--- config.mk ---
export PLATFORM = sky130hd
export DESIGN_NAME = set_bit_scanner
export DESIGN_NICKNAME = d
export VERILOG_FILES = /design/src/rtl/set_bit_scanner.sv
export SDC_FILE = /design/constraint.sdc
export NUM_CORES = 1
export LEC_CHECK = 0
export ABC_CLOCK_PERIOD_IN_PS = 8200
export CORE_ASPECT_RATIO = 0.75
export CORE_MARGIN = 1.5
export CORE_UTILIZATION = 30
export DETAILED_ROUTE_END_ITERATION = 12
export DONT_BUFFER_PORTS = 1
export PLACE_DENSITY = 0.43
export SYNTH_ARGS = -nofsm -noshare
export SYNTH_HDL_FRONTEND = slang
export SYNTH_SLANG_ARGS = --single-unit
export TNS_END_PERCENT = 5
--- constraint.sdc ---
create_clock -name clk -period 8.2 [get_ports clk]
set_clock_uncertainty 0.05 [all_clocks]
set_input_delay 0.82 -clock clk [delete_from_list [all_inputs] [get_ports clk]]
set_output_delay 0.82 -clock clk [all_outputs]
set_load 0.02 [all_outputs]
--- src/rtl/set_bit_scanner.sv ---
// Set-bit enumerator: accepts one word per handshake and emits the index of
// every set bit, MSB first, with the word's popcount and a last-beat flag.
module set_bit_scanner #(
    parameter int unsigned DATA_W = 32,
    parameter int unsigned POS_W  = 6
) (
    input  logic              clk,
    input  logic              rst,
    input  logic              in_valid,
    output logic              in_ready,
    input  logic [DATA_W-1:0] data_in,
    output logic              out_valid,
    input  logic              out_ready,
    output logic [POS_W-1:0]  data_out,
    output logic [POS_W-1:0]  out_count,
    output logic              out_last,
    output logic              busy
);

    localparam logic [POS_W-1:0] NONE_IDX = POS_W'(DATA_W);

    typedef enum logic [1:0] {
        IDLE = 2'd0,
        EMIT = 2'd1,
        ZERO = 2'd2
    } state_e;

    function automatic logic [POS_W-1:0] popcnt(input logic [DATA_W-1:0] w);
        logic [POS_W-1:0] s;
        s = '0;
        for (int i = 0; i < int'(DATA_W); i++) begin
            s = s + POS_W'(w[i]);
        end
        return s;
    endfunction

    function automatic logic [POS_W-1:0] msb_idx(input logic [DATA_W-1:0] w);
        logic [POS_W-1:0] idx;
        idx = '0;
        for (int i = 0; i < int'(DATA_W); i++) begin
            if (w[i]) idx = POS_W'(i);
        end
        return idx;
    endfunction

    function automatic logic single_bit(input logic [DATA_W-1:0] w);
        return (w != '0) && ((w & (w - DATA_W'(1))) == '0);
    endfunction

    state_e              state_q, state_d;
    logic [DATA_W-1:0]   work_q, work_d;
    logic [POS_W-1:0]    count_q, count_d;
    logic [POS_W-1:0]    idx_q, idx_d;
    logic                last_q, last_d;
    logic                valid_q, valid_d;
    logic                ready_q, ready_d;
    logic                busy_q, busy_d;
    logic [DATA_W-1:0]   work_nx;

    // Beat fields are precomputed one cycle ahead so every output is a flop.
    always_comb begin
        state_d = state_q;
        work_d  = work_q;
        count_d = count_q;
        idx_d   = idx_q;
        last_d  = last_q;
        valid_d = valid_q;
        ready_d = ready_q;
        busy_d  = busy_q;
        work_nx = work_q & ~(DATA_W'(1) << idx_q);

        case (state_q)
            IDLE: begin
                if (in_valid && ready_q) begin
                    work_d  = data_in;
                    count_d = popcnt(data_in);
                    valid_d = 1'b1;
                    ready_d = 1'b0;
                    busy_d  = 1'b1;
                    if (data_in == '0) begin
                        state_d = ZERO;
                        idx_d   = NONE_IDX;
                        last_d  = 1'b1;
                    end else begin
                        state_d = EMIT;
                        idx_d   = msb_idx(data_in);
                        last_d  = single_bit(data_in);
                    end
                end
            end
            EMIT: begin
                if (out_ready) begin
                    work_d = work_nx;
                    if (last_q) begin
                        state_d = IDLE;
                        count_d = '0;
                        idx_d   = '0;
                        last_d  = 1'b0;
                        valid_d = 1'b0;
                        ready_d = 1'b1;
                        busy_d  = 1'b0;
                    end else begin
                        idx_d  = msb_idx(work_nx);
                        last_d = single_bit(work_nx);
                    end
                end
            end
            ZERO: begin
                if (out_ready) begin
                    state_d = IDLE;
                    work_d  = '0;
                    count_d = '0;
                    idx_d   = '0;
                    last_d  = 1'b0;
                    valid_d = 1'b0;
                    ready_d = 1'b1;
                    busy_d  = 1'b0;
                end
            end
            default: begin
                state_d = IDLE;
                work_d  = '0;
                count_d = '0;
                idx_d   = '0;
                last_d  = 1'b0;
                valid_d = 1'b0;
                ready_d = 1'b1;
                busy_d  = 1'b0;
            end
        endcase
    end

    always_ff @(posedge clk or posedge rst) begin
        if (rst) begin
            state_q <= IDLE;
            work_q  <= '0;
            count_q <= '0;
            idx_q   <= '0;
            last_q  <= 1'b0;
            valid_q <= 1'b0;
            ready_q <= 1'b1;
            busy_q  <= 1'b0;
        end else begin
            state_q <= state_d;
            work_q  <= work_d;
            count_q <= count_d;
            idx_q   <= idx_d;
            last_q  <= last_d;
            valid_q <= valid_d;
            ready_q <= ready_d;
            busy_q  <= busy_d;
        end
    end

    assign in_ready  = ready_q;
    assign out_valid = valid_q;
    assign data_out  = idx_q;
    assign out_count = count_q;
    assign out_last  = last_q;
    assign busy      = busy_q;

endmodule

; ---- Word-level counts from Yosys, hierarchy flattened
; Index checks and enable logic that the tools add are counted.
[classes]
n_mux = 97
eq_ne = 6
n_bitwise = 4
reduce_logical = 11
n_shift = 1
add_sub_neg = 33
[op_table]
columns = operator, count
row1 = $mux 6, 68
row2 = $add 6x1->6, 26
row3 = $and 32x32->32, 3
row4 = $logic_not 32->1, 3
row5 = $mux 32, 3
row6 = $pmux 32 s3, 1
row7 = $reduce_bool 32->1, 2
row8 = $sub 32x1->32 const B, 2
row9 = $pmux 6 s3, 2
row10 = $not 32->32, 1
row11 = $shl 1x6->32 const A, 1
row12 = $mux 1, 14
row13 = $mux 2, 5
row14 = $pmux 1 s3, 3
row15 = $ne 2x2->1 const B, 4
row16 = $add 5x1->6, 1
row17 = $pmux 2 s3, 1
row18 = $add 4x1->5, 1
row19 = $add 3x1->4, 1
row20 = $reduce_and 4->1, 1
row21 = $add 2x1->3, 1
row22 = $logic_and 1x1->1, 3
row23 = $reduce_and 3->1, 1
row24 = $add 1x1->2, 1
row25 = other kinds (3), 3
[totals]
wordCells = 159
output_inout_bits = 16
input_bits = 36
register_bits = 49

; ---- Logic depth before layout (Yosys ltp)
; Gate-level depths: netlist of the first run.
[depth]
depth_word = 37
depth_mapped = 16
mapped_depth_nobuf = 16

; ---- Worst setup path before layout of the first run
; No wires, ideal clock.
[synth_timing]
path_type = input to register
startpoint = input port data_in[7]
endpoint = register count_q[4] (netlist: out_count[4])
setup_ns = 0.121
path_slack_ns = 2.861
arrival_ns = 5.168
n_path_buf = 1
cell_stages = 15
t_required_ns = 8.029
path_cell_list = clkbuf_1 inv_1 fa_1 fa_1 fa_1 fa_1 fa_1 fa_1 inv_1 ha_1 fa_1 a21o_1 a21oi_1 xnor2_1 a22o_1
[synth_between]
elab_chain_len = 27
[synth_lines]
columns = item, line
row1 = from (decl), 11  ; input logic [DATA_W-1:0] data_in,
row2 = $add 6x1->6 (25 in a row), 32  ; s = s + POS_W'(w[i]);
row3 = $mux 6, 74  ; if (in_valid && ready_q) begin
row4 = $pmux 6 s3, 72  ; case (state_q)
row5 = to (signal assigned), 146  ; count_q <= count_d;
row6 = to (decl), 52  ; logic [POS_W-1:0] count_q, count_d;
; Every way passes these cells. The select of a mux whose other input is x is not followed.
; A chain may end at the register's enable or synchronous reset.

; ---- Worst setup path after layout of the first run
[layout_timing]
startpoint = input port data_in[17]
endpoint = register count_q[4] (netlist: out_count[4])
[layout_between]
elab_chain_len = 17
[layout_lines]
columns = item, line
row1 = $add 6x1->6 (15 in a row), 32
row2 = $mux 6, 74
row3 = $pmux 6 s3, 72
; Every way passes these cells. The select of a mux whose other input is x is not followed.

==> impl_metrics.tcl, run 1 <==
set metrics [dict create \
    power_per_cell_area_nw_per_um2 177 \
    grt_pass1_wl_um 29100 \
    firstDrtPassIters 5 \
    die_y_um 115 \
    grt_overflow_total 0 \
    antenna_found_initial 0 \
    rrSetupSlack_ns 4.53 \
    cts_resized 0 \
    fill_cells 1732 \
    nNetsFinal 673 \
    crit_buf_inv 4 \
    chipWidth_um 152 \
    postCtsHoldBufs 0 \
    syn_area_per_cell_um2 8.04 \
    path_depth 16 \
    routed_wl_um 18800 \
    drt_iter0_drc 431 \
    yosysTopAreaCellShare 0.240 \
    post-route-period-util 0.613 \
    synth_fp_nets 692 \
    fp.coreArea_um2 16200 \
    die_area_um2 17500 \
    rsz0062_at_grt "false" \
    area_growth_pct 6.22 \
    async_flop_share 1.00 \
    worstMarginPinSlew_ns 1.19 \
    synthFlopType "dfrtp_1" \
    max_freq_mhz 199 \
    clockBufferDepth 2 \
    clk_latency_ns 0.31 \
    cts-buffers-inserted 5 \
    finalSetupViolations 0 \
    cts_setup_buffers 0 \
    rows 40 \
    critPathLaunch "data_in[17]" \
    rr_endpoint "out_last" \
    gp_congestion 0.905 \
    slew-limit-headroom 0.207 \
    drv_cap 0 \
    reg2reg_depth 9 \
    max_stage_delay_ns 0.53 \
    critPathTopFamily "adder cells" \
    worstPathRequired_ns 8.35 \
    cp_common_cell "fa_1" \
    drive_gt1_frac 0.0793 \
    drc 0 \
    critPathArrivalTime_ns 5.18 \
    dpl.hpwl_um 14600 \
    port_buffers 0 \
    ant_nets 0 \
    yosysSeqAreaShare 0.245 \
    vdd_drop_max_uv 132 \
    cts-htree-levels 2 \
    cp-end-kind "flop" \
    cts_root_buf "clkbuf_16" \
    outcome "finished, final reports clean" \
    worstSetupStartpointType "input pin" \
    design_power_total_uw 943 \
    worstSetupPathType "in2reg" \
    synth-seq-cells 49 \
    antennaDiodeCount 0 \
    final_hold_viol_count 0 \
    worstPathCellList "fa_1, inv_1, fa_1, inv_1, fa_1, inv_1, fa_1, fa_1, fa_1, inv_1, ha_1, fa_1, a21o_1, a21oi_1, xnor2_1, a22o_1" \
    grtUsageTotal 0.220 \
    cts_tree "done" \
    synth_edf_count 0 \
    start_util 0.310 \
    min_period_ns 5.03 \
    r2r-start "data_out[2]" \
    grt_max_degree 50 \
    report.final.slew_viol_count 0 \
    viasPerCell 6.00 \
    slowest_stage "fa_1" \
    hold_class "reg2reg" \
    critPathMaxFanout 7 \
    yosys-top-cells-area "dfrtp_1, fa_1, o21ai_0" \
    grt_pass1_vias 4644 \
    power_leakage_uw 0.00214 \
    postSynthCellCount 623 \
    io_pins 52 \
    wl_per_cell_um 23.1 \
    routed-via-count 4886 \
    synth_warnings 0 \
    clkTransAtPathRegs_ns 0.08 \
    cts_sinks 49 \
    timing.setup.tns_ns 0 \
    synth_area_leader_cell "dfrtp_1" \
    cp-endpoint "out_count[4]" \
    synth.distinct_cells 78 \
    syn_area_um2 5010 \
]
registers in the layout (all words and copies together) (netlist names):
| signal | flops |
|---|---|
| out_count | 6 |
| data_out | 6 |
| busy | 1 |
| out_last | 1 |
| work_q | 32 |
| state_q | 2 |
| in_ready | 1 |
worst min path at each step:
stage / start / to / slack (ns) / cells after the start
6_report: work_q[18] / work_q[18] / 0.44 / 2
5_1_grt: work_q[18] / work_q[18] / 0.50 / 2
4_1_cts: work_q[18] / work_q[18] / 0.45 / 2
3_5_place_dp: work_q[18] / work_q[18] / 0.43 / 2
3_3_place_gp: work_q[10] / work_q[10] / 0.43 / 2
2_1_floorplan: work_q[27] / work_q[27] / 0.39 / 2
stage by stage:
| stage | std cells | utilization | instance area (um2) | worst slack [ns] | hold WS [ns] |
|---|---|---|---|---|---|
| finish | 815 | 0.329 | 5320 | 3.17 | 0.437 |
| global route | 815 | 0.329 | 5320 | 2.97 | 0.500 |
| CTS | 815 | 0.329 | 5320 | 3.17 | 0.447 |
| detailed placement | 807 | 0.318 | 5140 | 2.85 | 0.430 |
| global placement | 807 | 0.318 | 5140 | 2.90 | 0.425 |
| floorplan | 623 | - | 5010 | 2.86 | 0.394 |
cell type report:
cell class / instances / area, um2 / share of cell area
clock buffer: 6 / 139 / 0.0261
clock inverter: 2 / 37.5 / 0.00706
inverter: 42 / 158 / 0.0296
multi-input combinational: 501 / 3460 / 0.650
sequential: 49 / 1230 / 0.231
tap: 210 / 263 / 0.0494
timing repair buffer: 5 / 37.5 / 0.00706
report_power, final:
group          total [uW]  internal (uW)  switching [uW]  leakage, uW
registers             241            241               0     0.000681
clock network         261            153             108    0.0000831
logic                 440            207             234      0.00137
total                 943            601             342      0.00214
synthesized netlist by cell type (4+ instances only):
cell / count
nand2_1: 75
o21ai_0: 68
dfrtp_1: 48
nor2_1: 44
inv_1: 42
a21oi_1: 32
fa_1: 24
nand3_1: 22
clkbuf_1: 21
mux2i_1: 20
o21a_1: 20
nor3_1: 14
a31oi_1: 11
ha_1: 9
nor4_1: 9
a22o_1: 8
o22ai_1: 8
mux2_2: 7
nand3b_1: 7
o211ai_1: 7
o32ai_1: 6
a211oi_1: 5
o21ai_1: 5
or3_1: 5
or4_1: 5
and3_1: 4
buf_6: 4
nand2b_1: 4
nand4_1: 4
nor2b_1: 4
o31ai_1: 4
or2_1: 4
or2_2: 4
tightest hold or removal path, stage by stage (launching register included):
cell and delay (ns):
dfrtp_1 0.35, nand2_1 0.05, o21ai_0 0.06
routing by layer:
layer / GRT usage / share of wire
met1: 0.333 / 0.50
met2: 0.310 / 0.40
met3: 0.0562 / 0.085
met4: 0.0498 / 0.010
met5: 0 / 0
layout by cell type (no fill, tap or decap), drive strengths merged, types with 4 or more instances in the layout:
cell type and n:
a31oi 11, a22o 8, or3b 6, o31ai 5, nand4 4, or4 5
nand2 75, dfrtp 48, buf 5, or3 8, nor4 9, o211ai 7
nor2 44, o21a 20, inv 42, nand2b 4, clkbuf 6, nor2b 4
fa 24, o22ai 9, mux2i 20, and3 4, o32ai 6, o22a 4
ha 9, nor3 14, or2 8, a211oi 6, o21ai 74, mux2 7
a21oi 32, nand3 23, nand3b 7
cells by family (layout without fill, tap and decap cells):
family | Yosys count | in the layout | synth area share
fa+ha+maj | 35 | 35 | 0.122
flops | 49 | 49 | 0.245
compound gates | 208 | 208 | 0.270
simple gates | 227 | 227 | 0.235
buf+inv | 73 | 55 | 0.0650
mux | 27 | 27 | 0.0557
xor+xnor | 4 | 4 | 0.00700
No activity file was read; power rests on OpenSTA's default activity.
==> run 2, diff against run 1 <==
--- a/config.mk
+++ b/config.mk
@@ -5,13 +5,13 @@
 export SDC_FILE = /design/constraint.sdc
 export NUM_CORES = 1
 export LEC_CHECK = 0
-export ABC_CLOCK_PERIOD_IN_PS = 8200
+export ABC_CLOCK_PERIOD_IN_PS = 4100
 export CORE_ASPECT_RATIO = 0.75
 export CORE_MARGIN = 1.5
 export CORE_UTILIZATION = 30
 export DETAILED_ROUTE_END_ITERATION = 12
 export DONT_BUFFER_PORTS = 1
-export PLACE_DENSITY = 0.43
+export PLACE_DENSITY = 0.44
 export SYNTH_ARGS = -nofsm -noshare
 export SYNTH_HDL_FRONTEND = slang
 export SYNTH_SLANG_ARGS = --single-unit
==> constraint.sdc (replaced) <==
create_clock -name clk -period 4.1 [get_ports clk]
set_clock_uncertainty 0.05 [all_clocks]
set_input_delay 0.41 -clock clk [delete_from_list [all_inputs] [get_ports clk]]
set_output_delay 0.41 -clock clk [all_outputs]
set_load 0.02 [all_outputs]
==> impl_metrics.tcl, run 2 (synthesis results as in run 1) <==
set metrics [dict create \
    vdd_drop_max_uv 329 \
    failed_checks "negative setup slack" \
    clockBufferDepth 2 \
    power_per_cell_area_nw_per_um2 360 \
    worstPathRequired_ns 4.26 \
    cts-buffers-inserted 5 \
    worstSetupPathType "in2reg" \
    cp-end-kind "flop" \
    post-place-ws_ns -0.742 \
    die_y_um 115 \
    dpl-instance-area_um2 5290 \
    ant_nets 0 \
    grtUsageTotal 0.221 \
    rsz0062_at_grt "true" \
    cts_root_buf "clkbuf_16" \
    min_period_ns 4.46 \
    antenna_found_initial 0 \
    slew-limit-headroom 0.243 \
    fp.coreArea_um2 16200 \
    rows 40 \
    power_leakage_uw 0.00221 \
    grt_pass1_wl_um 29300 \
    final_hold_viol_count 0 \
    critPathArrivalTime_ns 4.62 \
    final_util 0.338 \
    largest_reg_flops 32 \
    nNetsFinal 691 \
    port_buffers 0 \
    chipWidth_um 152 \
    viasPerCell 5.96 \
    grt_pass1_vias 4697 \
    gp_congestion 0.932 \
    drt_iter0_drc 525 \
    finalSetupViolations 5 \
    post-route-period-util 1.09 \
    final_cell_mix "nand2_1, o21ai_0, dfrtp_1" \
    finalNonFillerCells 833 \
    critPathMaxFanout 7 \
    clk_latency_ns 0.32 \
    grt_max_degree 50 \
    worstSetupStartpointType "input pin" \
    io_pins 52 \
    wl_per_cell_um 22.6 \
    grt_overflow_total 0 \
    firstDrtPassIters 5 \
    dp_cells 825 \
    hold_class "in2reg" \
    cts_sinks 49 \
    dpl.hpwl_um 14600 \
    final_common_cell "nand2_1" \
    routed_wl_um 18800 \
    clkTransAtPathRegs_ns 0.08 \
    outcome "finished, violations left" \
    routed-via-count 4965 \
    die_area_um2 17500 \
    drive_gt1_frac 0.122 \
    report.final.slew_viol_count 0 \
    start_util 0.310 \
    area_growth_pct 9.00 \
    final_area_um2 5460 \
    max_freq_mhz 224 \
    largest-register "work_q" \
    cts-htree-levels 2 \
    fill_cells 1716 \
    cts_tree "done" \
    finalWorstSetupSlack_ns -0.363 \
    antennaDiodeCount 0 \
    drc 0 \
    drv_cap 0 \
    worstMarginPinSlew_ns 1.13 \
]
## run 2: layout make-up
type / instances / area, um2 / share of cell area
Clock buffer: 5 / 125 / 0.0229
Clock inverter: 3 / 28.8 / 0.00527
Inverter: 42 / 158 / 0.0289
Multi-Input combinational cell: 501 / 3480 / 0.638
Sequential cell: 49 / 1230 / 0.225
Tap cell: 210 / 263 / 0.0481
Timing Repair Buffer: 23 / 173 / 0.0316
## run 2: what timing repair did
item	CTS	global route
endpoints found under the setup margin	5	5
resized for setup	4	3
pin swaps	10	1
hold buffers	0	0
buffers inserted	0	0
## run 2: worst max-delay path, cell delays in order
cell     delay, ns
fa_1          0.56
inv_2         0.05
fa_1          0.49
inv_1         0.05
fa_1          0.47
inv_1         0.05
fa_1          0.49
fa_1          0.43
fa_1          0.51
inv_2         0.05
ha_4          0.15
fa_2          0.34
a21o_1        0.17
a21oi_2       0.14
xnor2_1       0.08
a22o_1        0.17
## run 2: final timing paths
| path | startpoint | to | slack (ns) | depth (start not counted) |
|---|---|---|---|---|
| max in group asynchronous | rst | state_q[0] | 3.41 | 2 |
| min reg2reg | work_q[18] | work_q[18] | 0.44 | 2 |
| min in group asynchronous | rst | busy | 0.10 | 2 |
| min | in_valid | in_ready | 0.08 | 1 |
| max | data_in[17] | out_count[4] | -0.36 | 16 |
| max reg2reg | data_out[1] | out_last | 0.48 | 8 |
## run 2: stage by stage
stage	TNS (ns)	hold slack, ns	power (uW)
after global placement	-3.11	0.412	1470
after detailed placement	-3.20	0.416	1470
after CTS	-1.00	0.0715	1980
after global routing	-1.59	0.0667	2150
final	-0.886	0.0758	1970
after floorplan	-2.33	0.394	1210
## run 2: power by group
group	internal [uW]	switching, uW
Combinational	522	490
Clock	235	237
Sequential	483	0
## run 2: metal layers
| layer | vias to the layer above | wire (um) | global-route usage |
|---|---|---|---|
| li1 | 2292 | - | - |
| met5 | - | 0 | 0 |
| met2 | 227 | 7300 | 0.301 |
| met1 | 2426 | 9270 | 0.344 |
| met3 | 20 | 1940 | 0.0486 |
| met4 | 0 | 312 | 0.0583 |
==> RTL edit: new RTL, settings of run 2 <==
Put one more register stage on the output `out_count`, with the module's reset. The value now appears one clock later. The other outputs are not delayed to match.
--- a/src/rtl/set_bit_scanner.sv
+++ b/src/rtl/set_bit_scanner.sv
@@ -156,5 +156,11 @@
     assign out_valid = valid_q;
     assign data_out  = idx_q;
-    assign out_count = count_q;
+    always_ff @(posedge clk or posedge rst) begin
+        if (rst) begin
+            out_count <= '0;
+        end else begin
+            out_count <= count_q;
+        end
+    end
     assign out_last  = last_q;
     assign busy      = busy_q;
Behaviour: not the same (a bounded check fails within 4 cycles, from zero or initial values and one cycle with rst high).
==> RTL edit against run 2 <==
  * The flow still finishes with violations (negative setup slack)
  * Global-route usage is 0.61 points higher
  * Setup slack lost 0.036 ns
  * Core utilization rose by 0.21 points
  * Sequential cell count is 6 higher
  * Routed wire length shrank 1.2%
  * Cell area decreased by 0.94%
  * Synthesized area decreased by 3.3%
  * Critical path type unchanged
  * Critical endpoint is now count_q[4]
  * Highest routed layer unchanged
Power is not compared: it rests on default switching activity, and its combinational part moved more than twofold at a synthesized area within 25%.
==> RTL edit: results (changes against run 2) <==
| Metric | Value |
|---|---|
| Worst-case reg-to-reg path depth | 9 (+1) |
| Pin count of the biggest net entering global routing | 39 (-22%) |
| Final #Nets | 667 (-3.5%) |
| Final setup viols | 5 (unchanged) |
| Vias in the first global route | 4614 (-1.8%) |
| Share of layout cells above drive strength 1 | 0.119 (-0.00346) |
| Placed Instance Area | 5230 µm² (-1.1%) |
| Worst Hold Class | input port to asynchronous set/reset pin |
| FF-to-FF setup slack | 0.52 ns (+0.04 ns) |
| Outcome | finished with violations |
| Synth Area per Inst | 8.25 µm² (+2.7%) |
| Hold Worst Slack | 0.0494 ns (-0.0264 ns) |
| Final WS setup | -0.399 ns (-0.0358 ns) |
| DP Cell Count | 801 (-2.9%) |
| Placer Congestion | 0.903 (-3.1%) |
| CP max stage delay | 0.54 ns (-0.02 ns) |
| Seq/Total Area, Yosys | 0.284 (+0.0393) |
| DP HPWL | 14900 µm (+2.0%) |
| Syn Nets | 656 (-5.2%) |
| Failing checks | negative setup slack |
| Rel. slew slack | 0.381 (+0.137) |
| DP Worst Slack | -0.742 ns (+0.000308 ns) |
| Fillers | 1730 (+0.82%) |
| Final WL | 18600 µm (-1.2%) |
| Vias/cell | 5.96 (about the same) |
==> RTL edit: cells by family after synthesis <==
kind of cell               after synthesis  synth area share
and+or+nand+nor                        162             0.185
xor gates and xnor gates                 3           0.00543
buffers and inverters                   66            0.0542
AOI/OAI and AO/OA                      264             0.339
DFF                                     55             0.284
adders and majority gates               35             0.127
muxes                                    2           0.00517
==> RTL edit: repair_timing <==
item / in CTS / in global routing
pin swaps: 5 / 3
gates resized for setup: 3 / 3
gates cloned: 0 / 0
endpoints found under the setup margin: 5 / 5
==> RTL edit: worst max-delay path by stage <==
stage	endpoint	slack [ns]
after floorplan	count_q[4]	-0.56
after global placement	count_q[4]	-0.69
after detailed placement	count_q[4]	-0.74
after CTS	count_q[4]	-0.40
after global routing	count_q[4]	-0.54
final	count_q[4]	-0.40
==> RTL edit: area by class of cell <==
class / instances / area (µm²) / share of cell area
clock buffers: 5 / 125 / 0.0231
well taps: 210 / 263 / 0.0486
multi-input cells: 466 / 3230 / 0.597
clock inverters: 3 / 33.8 / 0.00625
inverters: 39 / 146 / 0.0271
flip-flops and latches: 55 / 1380 / 0.255
repair buffers: 31 / 233 / 0.0430
==> RTL edit: power breakdown <==
| part | leakage (µW) | total (µW) | switching (µW) | internal, µW |
|---|---|---|---|---|
| sequential | 0.000656 | 1150 | 345 | 801 |
| clock | 0.0000776 | 481 | 243 | 238 |
| combinational | 0.00134 | 3010 | 1780 | 1230 |
| total | 0.00208 | 4630 | 2370 | 2270 |
==> RTL edit: layer usage <==
metal | global-route usage | routed length [µm] | up-vias
li1 | - | - | 2196
met1 | 0.373 | 9810 | 2398
met2 | 0.289 | 6980 | 212
met3 | 0.0649 | 1690 | 16
met4 | 0.0301 | 119 | 0
met5 | 0 | 0 | -
